**src/rtl/fetch_controller_pkg.sv**
```systemverilog
`default_nettype none
// +--------------------------------------------------------------------------+
// | fetch_pkg - shared types and constants for the dual-issue fetch unit     |
// | Revision: 1.0                                                            |
// +--------------------------------------------------------------------------+
package fetch_pkg;

  localparam int FETCH_WIDTH = 2;
  localparam int INSTR_BYTES = 4;

  typedef struct packed {
    logic [31:0] pc;
    logic [31:0] instr_a;
    logic [31:0] instr_b;
  } fetch_bundle_t;

endpackage
`default_nettype wire

```
**src/rtl/fetch_controller_if.sv**
```systemverilog
`default_nettype none
// +--------------------------------------------------------------------------+
// | fetch_controller_if - control, imem and decode-side signals of fetch     |
// | Revision: 1.0                                                            |
// +--------------------------------------------------------------------------+
interface fetch_controller_if #(
  parameter int QUEUE_DEPTH = 2
);
  localparam int CW = $clog2(QUEUE_DEPTH + 1);

  logic          fetch_en;
  logic          redirect_valid;
  logic [31:0]   redirect_pc;
  logic [31:0]   imem_addr_a;
  logic [31:0]   imem_addr_b;
  logic [31:0]   imem_data_a;
  logic [31:0]   imem_data_b;
  logic          out_valid;
  logic          out_ready;
  logic [31:0]   out_pc;
  logic [31:0]   out_instr_a;
  logic [31:0]   out_instr_b;
  logic [CW-1:0] out_count;

  modport master (
    input  fetch_en, redirect_valid, redirect_pc, imem_data_a, imem_data_b, out_ready,
    output imem_addr_a, imem_addr_b, out_valid, out_pc, out_instr_a, out_instr_b, out_count
  );

  modport slave (
    output fetch_en, redirect_valid, redirect_pc, imem_data_a, imem_data_b, out_ready,
    input  imem_addr_a, imem_addr_b, out_valid, out_pc, out_instr_a, out_instr_b, out_count
  );

endinterface
`default_nettype wire

```
**src/rtl/fetch_queue.sv**
```systemverilog
`default_nettype none
// +--------------------------------------------------------------------------+
// | fetch_queue - small FIFO of fetch bundles with flush and registered head |
// | Revision: 1.0                                                            |
// +--------------------------------------------------------------------------+
module fetch_queue
  import fetch_pkg::*;
#(
  parameter  int DEPTH = 2,
  localparam int CW    = $clog2(DEPTH + 1),
  localparam int PW    = (DEPTH > 1) ? $clog2(DEPTH) : 1
) (
  input  logic          clk,
  input  logic          rst_n,
  input  logic          flush,
  input  logic          push,
  input  fetch_bundle_t push_data,
  input  logic          pop,
  output fetch_bundle_t head,
  output logic [CW-1:0] count
);

  fetch_bundle_t r_mem [DEPTH];
  fetch_bundle_t r_head;
  fetch_bundle_t w_head_next;
  logic [PW-1:0] r_rd;
  logic [PW-1:0] r_wr;
  logic [PW-1:0] w_rd_next;
  logic [PW-1:0] w_wr_next;
  logic [CW-1:0] r_count;
  logic [CW-1:0] w_count_next;

  function automatic logic [PW-1:0] ptr_inc(input logic [PW-1:0] p);
    return (p == PW'(DEPTH - 1)) ? '0 : p + PW'(1);
  endfunction

  // The head register tracks whichever slot rd will point at next; when that
  // slot is being written this cycle the bypass supplies the new bundle.
  always_comb begin
    w_rd_next    = pop  ? ptr_inc(r_rd) : r_rd;
    w_wr_next    = push ? ptr_inc(r_wr) : r_wr;
    w_count_next = r_count + CW'(push) - CW'(pop);
    w_head_next  = (push && (r_wr == w_rd_next)) ? push_data : r_mem[w_rd_next];
  end

  always_ff @(posedge clk) begin
    if (push) r_mem[r_wr] <= push_data;
  end

  always_ff @(posedge clk or negedge rst_n) begin
    if (!rst_n) begin
      r_rd    <= '0;
      r_wr    <= '0;
      r_count <= '0;
      r_head  <= '0;
    end else if (flush) begin
      r_rd    <= '0;
      r_wr    <= '0;
      r_count <= '0;
    end else begin
      r_rd    <= w_rd_next;
      r_wr    <= w_wr_next;
      r_count <= w_count_next;
      if (w_count_next != '0) r_head <= w_head_next;
    end
  end

  assign head  = r_head;
  assign count = r_count;

  a_no_overflow: assert property (@(posedge clk) disable iff (!rst_n)
    !(push && !pop && !flush && (r_count == CW'(DEPTH))));

endmodule
`default_nettype wire

```
**src/rtl/fetch_controller.sv**
```systemverilog
`default_nettype none
// +--------------------------------------------------------------------------+
// | fetch_controller - credit-based dual-issue fetch sequencer with redirect |
// | Revision: 1.0                                                            |
// +--------------------------------------------------------------------------+
module fetch_controller
  import fetch_pkg::*;
#(
  parameter logic [31:0] RESET_PC    = 32'h0000_0000,
  parameter int          QUEUE_DEPTH = 2
) (
  input  logic               clk,
  input  logic               rst_n,
  fetch_controller_if.master bus
);

  localparam int CW = $clog2(QUEUE_DEPTH + 1);
  localparam int UW = CW + 1;

  logic [31:0]   r_pc;
  logic [31:0]   r_req_pc;
  logic          r_inflight;
  logic [31:0]   w_issue_pc;
  logic          w_out_valid;
  logic          w_pop;
  logic          w_push;
  logic          w_issue;
  logic [UW-1:0] w_used;
  logic [CW-1:0] w_count;
  fetch_bundle_t w_push_data;
  fetch_bundle_t w_head;

  // A redirect empties the queue and kills the in-flight read, so the whole
  // credit budget is free to the target fetch in that same cycle.
  always_comb begin
    w_issue_pc  = bus.redirect_valid ? (bus.redirect_pc & ~32'h3) : r_pc;
    w_out_valid = (w_count != '0) & ~bus.redirect_valid;
    w_pop       = w_out_valid & bus.out_ready;
    w_push      = r_inflight & ~bus.redirect_valid;
    w_used      = UW'(w_count) + UW'(r_inflight) - UW'(w_pop);
    w_issue     = bus.fetch_en & (bus.redirect_valid | (w_used < UW'(QUEUE_DEPTH)));
    w_push_data = '{pc: r_req_pc, instr_a: bus.imem_data_a, instr_b: bus.imem_data_b};
  end

  always_ff @(posedge clk or negedge rst_n) begin
    if (!rst_n) begin
      r_pc       <= RESET_PC;
      r_req_pc   <= '0;
      r_inflight <= 1'b0;
    end else begin
      r_inflight <= w_issue;
      if (w_issue) begin
        r_pc     <= w_issue_pc + 32'(FETCH_WIDTH * INSTR_BYTES);
        r_req_pc <= w_issue_pc;
      end else begin
        r_pc     <= w_issue_pc;
      end
    end
  end

  fetch_queue #(
    .DEPTH (QUEUE_DEPTH)
  ) u_queue (
    .clk       (clk),
    .rst_n     (rst_n),
    .flush     (bus.redirect_valid),
    .push      (w_push),
    .push_data (w_push_data),
    .pop       (w_pop),
    .head      (w_head),
    .count     (w_count)
  );

  assign bus.imem_addr_a = w_issue_pc;
  assign bus.imem_addr_b = w_issue_pc + 32'(INSTR_BYTES);
  assign bus.out_valid   = w_out_valid;
  assign bus.out_pc      = w_head.pc;
  assign bus.out_instr_a = w_head.instr_a;
  assign bus.out_instr_b = w_head.instr_b;
  assign bus.out_count   = w_count;

endmodule
`default_nettype wire

```
**src/flat_wrapper.sv**
```systemverilog
// flat-port wrapper written by rule: the top's interface ports become plain ports
module fetch_controller_flat import fetch_pkg::*;
#(
  parameter logic [31:0] RESET_PC    = 32'h0000_0000,
  parameter int          QUEUE_DEPTH = 2
)
  (clk, rst_n, bus_fetch_en, bus_redirect_valid, bus_redirect_pc, bus_imem_data_a, bus_imem_data_b, bus_out_ready, bus_imem_addr_a, bus_imem_addr_b, bus_out_valid, bus_out_pc, bus_out_instr_a, bus_out_instr_b, bus_out_count);
  fetch_controller_if #(.QUEUE_DEPTH(QUEUE_DEPTH)) bus_i ();
  input  logic clk;
  input  logic rst_n;
  input wire logic [$bits(bus_i.fetch_en)-1:0] bus_fetch_en;
  input wire logic [$bits(bus_i.redirect_valid)-1:0] bus_redirect_valid;
  input wire logic [$bits(bus_i.redirect_pc)-1:0] bus_redirect_pc;
  input wire logic [$bits(bus_i.imem_data_a)-1:0] bus_imem_data_a;
  input wire logic [$bits(bus_i.imem_data_b)-1:0] bus_imem_data_b;
  input wire logic [$bits(bus_i.out_ready)-1:0] bus_out_ready;
  output wire logic [$bits(bus_i.imem_addr_a)-1:0] bus_imem_addr_a;
  output wire logic [$bits(bus_i.imem_addr_b)-1:0] bus_imem_addr_b;
  output wire logic [$bits(bus_i.out_valid)-1:0] bus_out_valid;
  output wire logic [$bits(bus_i.out_pc)-1:0] bus_out_pc;
  output wire logic [$bits(bus_i.out_instr_a)-1:0] bus_out_instr_a;
  output wire logic [$bits(bus_i.out_instr_b)-1:0] bus_out_instr_b;
  output wire logic [$bits(bus_i.out_count)-1:0] bus_out_count;
  assign bus_i.fetch_en = bus_fetch_en;
  assign bus_i.redirect_valid = bus_redirect_valid;
  assign bus_i.redirect_pc = bus_redirect_pc;
  assign bus_i.imem_data_a = bus_imem_data_a;
  assign bus_i.imem_data_b = bus_imem_data_b;
  assign bus_i.out_ready = bus_out_ready;
  assign bus_imem_addr_a = bus_i.imem_addr_a;
  assign bus_imem_addr_b = bus_i.imem_addr_b;
  assign bus_out_valid = bus_i.out_valid;
  assign bus_out_pc = bus_i.out_pc;
  assign bus_out_instr_a = bus_i.out_instr_a;
  assign bus_out_instr_b = bus_i.out_instr_b;
  assign bus_out_count = bus_i.out_count;
  fetch_controller #(.RESET_PC(RESET_PC), .QUEUE_DEPTH(QUEUE_DEPTH)) u_core (.clk(clk), .rst_n(rst_n), .bus(bus_i));
endmodule
```
**config.mk**
```make
export PLATFORM = sky130hd
export DESIGN_NAME = fetch_controller_flat
export DESIGN_NICKNAME = d
export VERILOG_FILES = /design/src/rtl/fetch_controller_pkg.sv /design/src/rtl/fetch_controller_if.sv /design/src/rtl/fetch_queue.sv /design/src/rtl/fetch_controller.sv /design/src/flat_wrapper.sv
export SDC_FILE = /design/constraint.sdc
export NUM_CORES = 1
export LEC_CHECK = 0
export CORE_MARGIN = 4
export CORE_UTILIZATION = 53
export DETAILED_ROUTE_END_ITERATION = 7
export PLACE_DENSITY = 0.85
export SLEW_MARGIN = 15
export SYNTH_ARGS = -nofsm -noshare
export SYNTH_HDL_FRONTEND = slang
export SYNTH_SLANG_ARGS = --single-unit
export TNS_END_PERCENT = 1
```
**constraint.sdc**
```tcl
create_clock -name clk -period 8.94 [get_ports clk]
set_input_delay 1.788 -clock clk [delete_from_list [all_inputs] [get_ports clk]]
set_output_delay 1.788 -clock clk [all_outputs]
set_load 0.005 [all_outputs]
```
Word-level counts from Yosys, hierarchy flattened --
Memories as Yosys holds them, arrays and structs flattened. A register that Yosys moved wholly into a read port is not among the register bits. Index checks and enable logic that the tools add are counted.
Cells by class: mux-type cells 11, bitwise gates (word level) 6, $add $sub $neg 8, reductions and logical operators 5, magnitude comparators 1
Operator list (count):
- $mux 32 | 2
- $add 32x3->32 const B | 1
- $add 32x4->32 const B | 1
- $mux 1 | 8
- $reduce_bool 2->1 | 3
- $and 1x1->1 | 4
- $add 2x1->3 | 1
- $lt 3x2->1 const B | 1
- $sub 3x1->3 | 1
- $add 1x1->1 const B | 2
- $add 2x1->2 | 1
- $mux 2 | 1
- $reduce_and 2->1 | 1
- $sub 2x1->2 | 1
- $logic_not 1->1 | 1
- $not 1->1 | 1
- $or 1x1->1 | 1
Storage, ports and cells: memory bits (writable) 192, memories 1, bits of input ports 101, bits in registers 69, output and inout bits 163, logic and storage cells 38
Memories:
- u_core.u_queue.r_mem | words 2, bits a word 96, read ports 1, clocked after Yosys merged registers in 1, write ports 1, RTL line fetch_queue.sv:23 | fetch_bundle_t r_mem [DEPTH];

Logic depth before layout (Yosys ltp) --
word-level depth 8, gate-level depth with buffers 13

Modules after synthesis --
Synthesis repeated with hierarchy kept, for this count alone.
Unflattened totals: cells, all modules 1140, area, all modules 15288.4 um^2
By module, submodules not included:
- fetch_queue | times used 1, sequential area each 8267.9 um^2, area an instance 11478.5 um^2, cells each 732
- fetch_controller | times used 1, sequential area each 1626.6 um^2, area an instance 3809.9 um^2, cells each 408

Least setup slack after synthesis --
No wires, ideal clock.
path type in2reg, from in bus_redirect_valid, to mem u_core.u_queue.r_mem[0][0] in the netlist's numbering, enable pin, arrival 8984 ps, data required time 8271 ps, setup time 669 ps, cell stages on the path 5, setup slack -713 ps, path buffers 4, cell sequence buf_6 -> buf_4 -> buf_2 -> buf_2 -> nor3_1
Between the ends: cells in the longest elaborated chain, start to end 4
RTL lines:
- from (decl) | RTL line flat_wrapper.sv:12 | input wire logic [$bits(bus_i.redirect_valid)-1:0] bus_redirect_valid;
- $not 1->1 (no line)
- $and 1x1->1 | RTL line fetch_controller.sv:39 | w_push = r_inflight & ~bus.redirect_valid;
- $mux 1 | RTL line fetch_queue.sv:47 | if (push) r_mem[r_wr] <= push_data;
- $mux 1 (implied by the code) | RTL line fetch_queue.sv:47
- to (decl) | RTL line fetch_queue.sv:23
Every way passes these cells.

Worst setup path after layout --
from in bus_redirect_valid, to out bus_imem_addr_b[28]
Between the ends: cells in the longest elaborated chain, start to end 2
RTL lines:
- $mux 32 | RTL line fetch_controller.sv:36 | w_issue_pc = bus.redirect_valid ? (bus.redirect_pc & ~32'h3) : r_pc;
- $add 32x3->32 | RTL line fetch_controller.sv:75 | assign bus.imem_addr_b = w_issue_pc + 32'(INSTR_BYTES);
- to (decl) | RTL line flat_wrapper.sv:18 | output wire logic [$bits(bus_i.imem_addr_b)-1:0] bus_imem_addr_b;
Every way passes these cells.

==> reports/results.ini <==
[layout]
fin_cells=1914
nets=1613
syn2layout_area_growth_pct=27.0
fillCellCount=1974
fin_util=0.688
drive_gt1_frac=0.0606

[floorplanning]
fp.coreArea_sq_um=28000
start_util=0.542
io_pins=264
die_y_um=177
die_w_um=177
die_area_sq_um=31400
num_rows=61

[worst_hold_path]
min_path_type=flip-flop to flip-flop
holdPathStages=2

[global_routing]
grt_max_degree=106
antenna_found_initial=1
met1_usage=0.339
grt_pass1_wl_mm=63.2
grtUsageMet2=0.415
grt_overflow=0
grt_use_met3=0.0530
grt_pass1_vias=11700
grt_use_total=0.252
busiest_layer=met2

[timing]
max_clock_freq_mhz=149
fin_crit_ns=6.71
slew_headroom=0.239
worst_hold_slack_ns=0.479
finalMaxSlewViolations=0
worst_pin_slew_ns=1.14
setup_slack_ns=2.23
rsz0062_at_grt=no
fin_skew_ns=0.0222
post-route-period-util=0.751
setup_viol=0
hold_violations=0
setup_tns_ns=0

[run_status]
outcome=completed

[routing]
routed_wl_mm=40.4
routed_via_density=5.96
via_count=11400
drt_iter0_markers=1025
first_pass_iters=5
drc=0
ant_nets=0
wl_per_cell_um=21.1

[placement]
pre_cts_ws_ns=2.23
dp_hpwl_mm=24.9
gp_congestion=0.896
io_buffers=261
placed_cells=1845

[power]
pwr-share-clk=0.244
combPwrFrac=0.352
p_int_mw=4.19
seqPwrFrac=0.404
powerDensity_nw_per_um2=329
ir_drop_mv=0.211
power_switching_share=0.340
switchingPower_mw=2.16
p_leak_nw=7.33

[cts]
clockBufferDepth=3
numCtsBuffers=37
clkLatencyLatePin_ns=0.52
cts_resized=0
post-cts-setup-buffers=0
clkTransAtPathRegs_ns=0.06
cts_root_buffer=clkbuf_16
cts_tree=built
cts_max_level=2
hold_buffers=0
cts_sinks=357

[worst_setup_path]
critPathKind=input pin to output pin
crit_path_start_kind=input pin
cp_data_required_time_ns=7.15
reg2regPathDepth=10
crit_path_end_kind=output pin
worstPathMaxFanout=48
cp.arrival_ns=4.92

[synthesis]
synth-edff-count=192
synth_warnings=0
synth_seq_area_share=0.652
synthArstFlopShare=0.462
yosys.cell_types.count=43
synth_cells=1285
synth.avg_cell_area_sq_um=11.8
synth-seq-cells=357
synth_nets=1392
synthFlopType=edfxtp_1
synthesis.area_sq_um=15200

[job]
cap_violations=0

[power groups by stage]
stage	Clock (mW)	Sequential (mW)	Combinational [mW]
finish	1.55	2.56	2.23
global route	1.65	2.61	2.45
CTS	1.57	2.56	2.25
detailed placement	0	2.59	2.23
global placement	0	2.56	2.14
floorplan	0	2.55	1.22
[final timing paths]
check,from,endpoint,slack (ns)
worst max-delay path,bus_redirect_valid,bus_imem_addr_b[28],2.23
worst min-delay path,u_core.u_queue.head[33],u_core.u_queue.head[33],0.48
worst max register to register,u_core.u_queue.count[1],u_core.u_queue.head[31],5.59
worst min register to register,u_core.u_queue.head[33],u_core.u_queue.head[33],0.48
max in group asynchronous,rst_n,u_core.u_queue.head[88],6.01
min in group asynchronous,rst_n,u_core.u_queue.head[9],1.41
[synth_stat cells, types with 7 or more instances]
cell	count	area [sq um]
nand3b_1	16	120
clkbuf_1	54	203
dfrtp_1	165	4130
nand2_1	126	473
nand4_1	7	43.8
buf_2	26	130
o21ai_1	42	210
a211oi_1	98	736
mux2i_1	27	270
a21oi_1	35	175
edfxtp_1	192	5770
o21ai_0	153	766
inv_1	37	139
and3_1	98	613
nor2_1	57	214
nand3_1	25	125
xnor2_1	58	508
nor3_1	13	65.1
[final cells by class]
cell class	instances	area [sq um]	area share
diodes	1	2.50	0.000130
clock buffers	48	1050	0.0544
clock inverters	20	199	0.0103
inverters	37	139	0.00720
multi-input cells	799	4810	0.250
flip-flops and latches	357	9890	0.513
well taps	378	473	0.0245
repair buffers	274	2710	0.140
[cells in the final DEF (no fill, tap or decap), types with 40 or more instances in the layout]
cell,synthesis,layout
clkdlybuf4s50_1,0,259
nor2_1,57,56
o21ai_1,42,40
xnor2_1,58,58
a211oi_1,98,98
and3_1,98,98
edfxtp_1,192,192
nand2_1,126,125
dfrtp_1,165,165
o21ai_0,153,152
[metrics by stage]
| stage | power, mW | instance area (sq um) |
|---|---|---|
| floorplan | 3.77 | 15200 |
| global placement | 4.69 | 18000 |
| detailed placement | 4.82 | 18000 |
| CTS | 6.38 | 19300 |
| global route | 6.71 | 19300 |
| finish | 6.34 | 19300 |
[kinds of logic after synthesis]
family                   share of synthesized area
multiplexers                                0.0200
XOR/XNOR                                    0.0355
flip-flops                                   0.652
buffers and inverters                       0.0367
AO/OA/AOI/OAI                                0.133
AND/OR/NAND/NOR                              0.117
adder cells (fa/ha/maj)                    0.00544
[state kept, by name, summed over array words and instances, names as in the netlist]
register and cells:
u_core.u_queue.r_mem 192, u_core.u_queue.head 96, u_core.r_pc 32, u_core.r_req_pc 32, u_core.u_queue.count 2, u_core.r_inflight 1
u_core.u_queue.r_rd 1, u_core.u_queue.r_wr 1
[per-layer routing]
metal | vias up | wire [um]
li1 | 5123 | -
met1 | 5628 | 16300
met2 | 572 | 19700
met3 | 75 | 3310
met4 | 0 | 1100
met5 | - | 0
[worst max-delay path: stages]
cell,delay [ns]
buf_4,0.44
mux2i_1,0.27
inv_1,0.24
ha_1,0.22
a21boi_1,0.49
nand3_1,0.41
nor3_1,0.35
xnor2_1,0.15
clkdlybuf4s50_1,0.53
Power figures use the tool's default switching activity.
